### src/rtl/fifo_pkg.sv
// Types and pointer-compare helpers shared by the FIFO controller and its pointer registers.
package fifo_pkg;

    typedef enum logic [1:0] {
        ST_EMPTY  = 2'd0,
        ST_NORMAL = 2'd1,
        ST_FULL   = 2'd2
    } fifo_state_e;

    // Pointers carry one wrap bit above the address bits.
    // Full means the addresses match and only the wrap bit differs.
    function automatic logic ptrs_full(input logic [31:0] wr, input logic [31:0] rd,
                                       input int addr_w);
        return (wr ^ rd) == (32'd1 << addr_w);
    endfunction

    function automatic logic ptrs_empty(input logic [31:0] wr, input logic [31:0] rd);
        return wr == rd;
    endfunction

endpackage

### src/rtl/fifo_ptr.sv
// FIFO pointer register: address bits plus a wrap bit, counts modulo 2*DEPTH.
module fifo_ptr #(
    parameter int PTR_W = 5
) (
    input  logic             clk,
    input  logic             rst_n,
    input  logic             i_clr,
    input  logic             i_inc,
    output logic [PTR_W-1:0] o_ptr
);

    logic [PTR_W-1:0] r_ptr;

    always_ff @(posedge clk) begin
        if (!rst_n || i_clr) begin
            r_ptr <= '0;
        end else if (i_inc) begin
            r_ptr <= r_ptr + PTR_W'(1);
        end
    end

    assign o_ptr = r_ptr;

endmodule

### src/rtl/fifo_ctrl_dp.sv
// FIFO controller for an external dual-port RAM (sync write, async read) with a
// valid/ready input stream and a first-word-fall-through output stream.
module fifo_ctrl_dp
    import fifo_pkg::*;
#(
    parameter int WIDTH     = 8,
    parameter int DEPTH     = 16,
    parameter int DEPTH_LOG = $clog2(DEPTH),
    parameter int AF_LEVEL  = DEPTH - 2,
    parameter int AE_LEVEL  = 2
) (
    input  logic                 clk,
    input  logic                 rst_n,
    input  logic                 flush,
    input  logic                 in_valid,
    output logic                 in_ready,
    input  logic [WIDTH-1:0]     in_data,
    output logic                 out_valid,
    input  logic                 out_ready,
    output logic [WIDTH-1:0]     out_data,
    output logic                 ram_we,
    output logic [DEPTH_LOG-1:0] ram_addr_wr,
    output logic [DEPTH_LOG-1:0] ram_addr_rd,
    output logic [WIDTH-1:0]     ram_data_wr,
    input  logic [WIDTH-1:0]     ram_data_rd,
    output logic [DEPTH_LOG:0]   count,
    output logic                 almost_full,
    output logic                 almost_empty
);

    localparam int            CW       = DEPTH_LOG + 1;
    localparam logic [CW-1:0] AF_L     = CW'(AF_LEVEL);
    localparam logic [CW-1:0] AE_L     = CW'(AE_LEVEL);
    localparam logic [CW-1:0] DEPTH_M1 = CW'(DEPTH - 1);
    localparam logic [CW-1:0] ONE      = CW'(1);

    fifo_state_e   r_state, w_state_nxt;
    logic [CW-1:0] r_count;
    logic [CW-1:0] w_wr_ptr, w_rd_ptr;
    logic          w_in_ready, w_out_valid, w_push, w_pop;

    always_ff @(posedge clk) begin
        if (!rst_n) begin
            r_state <= ST_EMPTY;
        end else begin
            r_state <= w_state_nxt;
        end
    end

    always_comb begin
        w_state_nxt = r_state;
        w_in_ready  = 1'b0;
        w_out_valid = 1'b0;
        case (r_state)
            ST_EMPTY: begin
                w_in_ready = !flush;
                if (in_valid) w_state_nxt = ST_NORMAL;
            end
            ST_NORMAL: begin
                w_in_ready  = !flush;
                w_out_valid = !flush;
                if (in_valid && !out_ready && r_count == DEPTH_M1) w_state_nxt = ST_FULL;
                else if (out_ready && !in_valid && r_count == ONE) w_state_nxt = ST_EMPTY;
            end
            ST_FULL: begin
                w_out_valid = !flush;
                if (out_ready) w_state_nxt = ST_NORMAL;
            end
            default: w_state_nxt = ST_EMPTY;
        endcase
        if (flush) w_state_nxt = ST_EMPTY;
    end

    // in_ready stays visible during reset, but no handshake may land while rst_n is low.
    assign w_push = rst_n & in_valid & w_in_ready;
    assign w_pop  = rst_n & out_ready & w_out_valid;

    fifo_ptr #(.PTR_W(CW)) u_wr_ptr (
        .clk   (clk),
        .rst_n (rst_n),
        .i_clr (flush),
        .i_inc (w_push),
        .o_ptr (w_wr_ptr)
    );

    fifo_ptr #(.PTR_W(CW)) u_rd_ptr (
        .clk   (clk),
        .rst_n (rst_n),
        .i_clr (flush),
        .i_inc (w_pop),
        .o_ptr (w_rd_ptr)
    );

    always_ff @(posedge clk) begin
        if (!rst_n || flush) begin
            r_count <= '0;
        end else if (w_push && !w_pop) begin
            r_count <= r_count + ONE;
        end else if (w_pop && !w_push) begin
            r_count <= r_count - ONE;
        end
    end

    assign in_ready     = w_in_ready;
    assign out_valid    = w_out_valid;
    assign out_data     = ram_data_rd;
    assign ram_we       = w_push;
    assign ram_addr_wr  = w_wr_ptr[DEPTH_LOG-1:0];
    assign ram_addr_rd  = w_rd_ptr[DEPTH_LOG-1:0];
    assign ram_data_wr  = in_data;
    assign count        = r_count;
    assign almost_full  = (r_count >= AF_L);
    assign almost_empty = (r_count <= AE_L);

    a_count_ptrs: assert property (@(posedge clk) disable iff (!rst_n)
        r_count == CW'(w_wr_ptr - w_rd_ptr));
    a_full_ptrs: assert property (@(posedge clk) disable iff (!rst_n)
        (r_state == ST_FULL) == ptrs_full(32'(w_wr_ptr), 32'(w_rd_ptr), DEPTH_LOG));
    a_empty_ptrs: assert property (@(posedge clk) disable iff (!rst_n)
        (r_state == ST_EMPTY) == ptrs_empty(32'(w_wr_ptr), 32'(w_rd_ptr)));
    a_no_push_full: assert property (@(posedge clk) disable iff (!rst_n)
        !(w_push && r_state == ST_FULL));
    a_no_pop_empty: assert property (@(posedge clk) disable iff (!rst_n)
        !(w_pop && r_state == ST_EMPTY));

endmodule

### config.mk
export PLATFORM = sky130hd
export DESIGN_NAME = fifo_ctrl_dp
export DESIGN_NICKNAME = d
export VERILOG_FILES = /design/src/rtl/fifo_pkg.sv /design/src/rtl/fifo_ptr.sv /design/src/rtl/fifo_ctrl_dp.sv
export SDC_FILE = /design/constraint.sdc
export NUM_CORES = 1
export LEC_CHECK = 0
export CAP_MARGIN = 20
export CORE_ASPECT_RATIO = 1.2
export CORE_MARGIN = 4
export CORE_UTILIZATION = 37
export DETAILED_ROUTE_END_ITERATION = 16
export PLACE_DENSITY = 0.83
export SYNTH_ARGS = -nofsm -noshare
export SYNTH_HDL_FRONTEND = slang
export SYNTH_HIERARCHICAL = 1
export SYNTH_SLANG_ARGS = --single-unit
export TNS_END_PERCENT = 100
### constraint.sdc
create_clock -name clk -period 2.1 [get_ports clk]
set_clock_uncertainty 0.05 [all_clocks]
set_input_delay 0.21 -clock clk [delete_from_list [all_inputs] [get_ports clk]]
set_output_delay 0.21 -clock clk [all_outputs]
set_load 0.02 [all_outputs]
==> results_dict.tcl, run 1 <==
set metrics [dict create \
    fp.dieW_um 57.6 \
    dr_total_vias 911 \
    numPortBuffers 22 \
    drive_above_1_share_pct 20.1 \
    period_needed_ns 2.02 \
    cts_setup_buffers 0 \
    start_kind "flip-flop" \
    hold_start "ram_data_rd[3]" \
    grt_usage_pct 12.2 \
    antenna_found_initial 0 \
    cts_buffers 3 \
    htreeDepth 1 \
    worstReg2RegStart "r_state[1]" \
    clk_latency_ns 0.29 \
    area_growth_pct 24.8 \
    stdcell_count 178 \
    cts_tree "built" \
    dp.cells 174 \
    grt_pass1_vias 892 \
    postRouteAntennaNets 0 \
    core_area_mm2 0.00281 \
    internal-power_mw 0.425 \
    wl_per_cell_um 13.0 \
    start_util_pct 38.9 \
    cp_data_required_time_ns 1.84 \
    drv_slew 0 \
    fin_nets 178 \
    power_frac_clock_pct 28.7 \
    crit_path_end_kind "primary output" \
    crit_slowest_cell "clkdlybuf4s50_1" \
    combPwrFrac_pct 21.2 \
    drt_iter0_markers 18 \
    diodes 0 \
    syn_inst 124 \
    hold_viol 0 \
    num_rows 21 \
    crit_path_start "r_state[0]" \
    holdBufCountCts 0 \
    cp_cell_sequence "inv_1, ha_1, nor2b_1, clkdlybuf4s50_1" \
    grt.overflow.total 0 \
    tns_ns 0 \
    critPathKind "flip-flop to primary output" \
    p_sw_mw 0.162 \
    peakVddDrop_mv 0.224 \
    finalHoldWorstSlack_ns 0.370 \
    num_io_pins 55 \
    critPathArrivalTime_ns 1.76 \
    status "finished clean" \
    drt-vias-per-instance 5.12 \
    synth_area_mm2 0.00109 \
    die_h_um 67.6 \
    n_fill_cell 245 \
    finalSetupViolCount 0 \
    avgSynthCellArea_um2 8.82 \
    gp_congestion 0.796 \
    slew_headroom_pct 79.5 \
    hold_path_class "input port to primary output" \
    p_sw_share_pct 27.7 \
    maxCapViolCount 0 \
    p_per_area_mw_per_mm2 430 \
    pwr-share-seq_pct 50.1 \
    clk_pin_slew_ns 0.08 \
    hpwl_um 1820 \
    cp_max_fo 3 \
    worst_pin_slew_ns 0.303 \
    cts_max_path_buffers 2 \
    cts_sinks 15 \
    synth_warnings 6 \
    routed_wirelength_um 2310 \
    grt_max_degree 10 \
    grt_pass1_wl_um 3750 \
    die-area_mm2 0.00389 \
    first_pass_iters 3 \
    cts_root_buf "clkbuf_4" \
    max_stage_delay_ns 0.61 \
    rsz0062_at_grt "no" \
    fmax_mhz 495 \
    fin_crit_sh_pct 96.1 \
    power_leakage_nw 0.570 \
    route.detailed.drc 0 \
    synth.net_count 157 \
]
==> metrics by stage <==
| step | power [mW] | instance area, um^2 | worst slack (ns) | util (%) |
|---|---|---|---|---|
| 6_report | 0.587 | 1370 | 0.0813 | 48.6 |
| 5_1_grt | 0.614 | 1370 | 0.00884 | 48.6 |
| 4_1_cts | 0.592 | 1350 | 0.00688 | 48.1 |
| 3_5_place_dp | 0.425 | 1320 | -0.0292 | 47.1 |
| 3_3_place_gp | 0.421 | 1320 | 0.0183 | 47.1 |
| 2_1_floorplan | 0.413 | 1100 | 0.0310 | - |
==> power groups by stage <==
stage	clock network, mW	registers, mW	logic, mW
4_1_cts	0.173	0.295	0.124
5_1_grt	0.184	0.296	0.134
3_3_place_gp	0	0.301	0.120
2_1_floorplan	0	0.305	0.108
6_report	0.169	0.294	0.124
3_5_place_dp	0	0.302	0.123
==> per-layer routing <==
metal / part of all wire, % / track usage [%] / vias to the layer above
met5: 0 / 0 / -
met4: 2.5 / 8.12 / 0
met3: 6.7 / 2.68 / 9
met2: 50 / 21.2 / 26
met1: 41 / 13.3 / 425
li1: - / - / 451
==> worst max-delay path: cells and delay by family (launching register included) <==
kind / cells / cell delay [ns]
adder cells (fa/ha/maj): 1 / 0.30
buffers and inverters: 2 / 0.68
flip-flops: 1 / 0.35
AND/OR/NAND/NOR: 1 / 0.13
==> state kept, by name (all words and copies together) (netlist names) <==
register        count
count               5
u_rd_ptr/o_ptr      4
u_wr_ptr/o_ptr      4
r_state             2
==> cell usage in the layout, fill, tap and decap left out, types with 2 or more instances in the layout <==
cell / n
or3b_1: 2
inv_1: 9
nand2b_1: 3
xor2_1: 2
dfxtp_2: 3
or2b_1: 2
mux2i_1: 4
dfxtp_1: 11
a21bo_2: 2
nand3b_1: 5
a211oi_1: 2
nand4_1: 3
nand2_1: 3
ha_1: 12
xnor2_1: 4
buf_4: 13
nor2_1: 12
a21oi_1: 7
clkdlybuf4s50_1: 20
nor2b_1: 2
clkbuf_4: 3
==> path summary, 6_finish.rpt <==
kind | endpoint | cells past startpoint | slack, ns
worst max-delay path | out_valid | 4 | 0.08
worst min register to register | u_rd_ptr/o_ptr[3] | 2 | 0.46
worst min-delay path | out_data[3] | 0 | 0.37
worst max register to register | count[3] | 9 | 0.13
==> final cells by class <==
cell class	instances	area (um^2)	area share, %
repair buffers	35	319	23.4
multi-input cells	81	636	46.6
well taps	34	42.5	3.12
clock buffers	4	26.3	1.92
inverters	9	33.8	2.47
flip-flops and latches	15	308	22.5
==> repair_timing <==
action | in CTS | in global routing
hold endpoints to repair | 0 | 0
endpoints found under the setup margin | 3 | 4
gates resized for setup | 3 | 6
pin swaps | 0 | 2
Note: power is estimated with default switching activity, not from simulation.
==> run 2: changes to the inputs <==
--- a/config.mk
+++ b/config.mk
@@ -5,10 +5,10 @@
 export SDC_FILE = /design/constraint.sdc
 export NUM_CORES = 1
 export LEC_CHECK = 0
-export CAP_MARGIN = 20
 export CORE_ASPECT_RATIO = 1.2
 export CORE_MARGIN = 4
 export CORE_UTILIZATION = 37
+export CTS_CLUSTER_SIZE = 16
 export DETAILED_ROUTE_END_ITERATION = 16
 export PLACE_DENSITY = 0.83
 export SYNTH_ARGS = -nofsm -noshare
==> results of run 2 <==
Same layout as run 1: the final DEF is identical, and so are final timing and power.
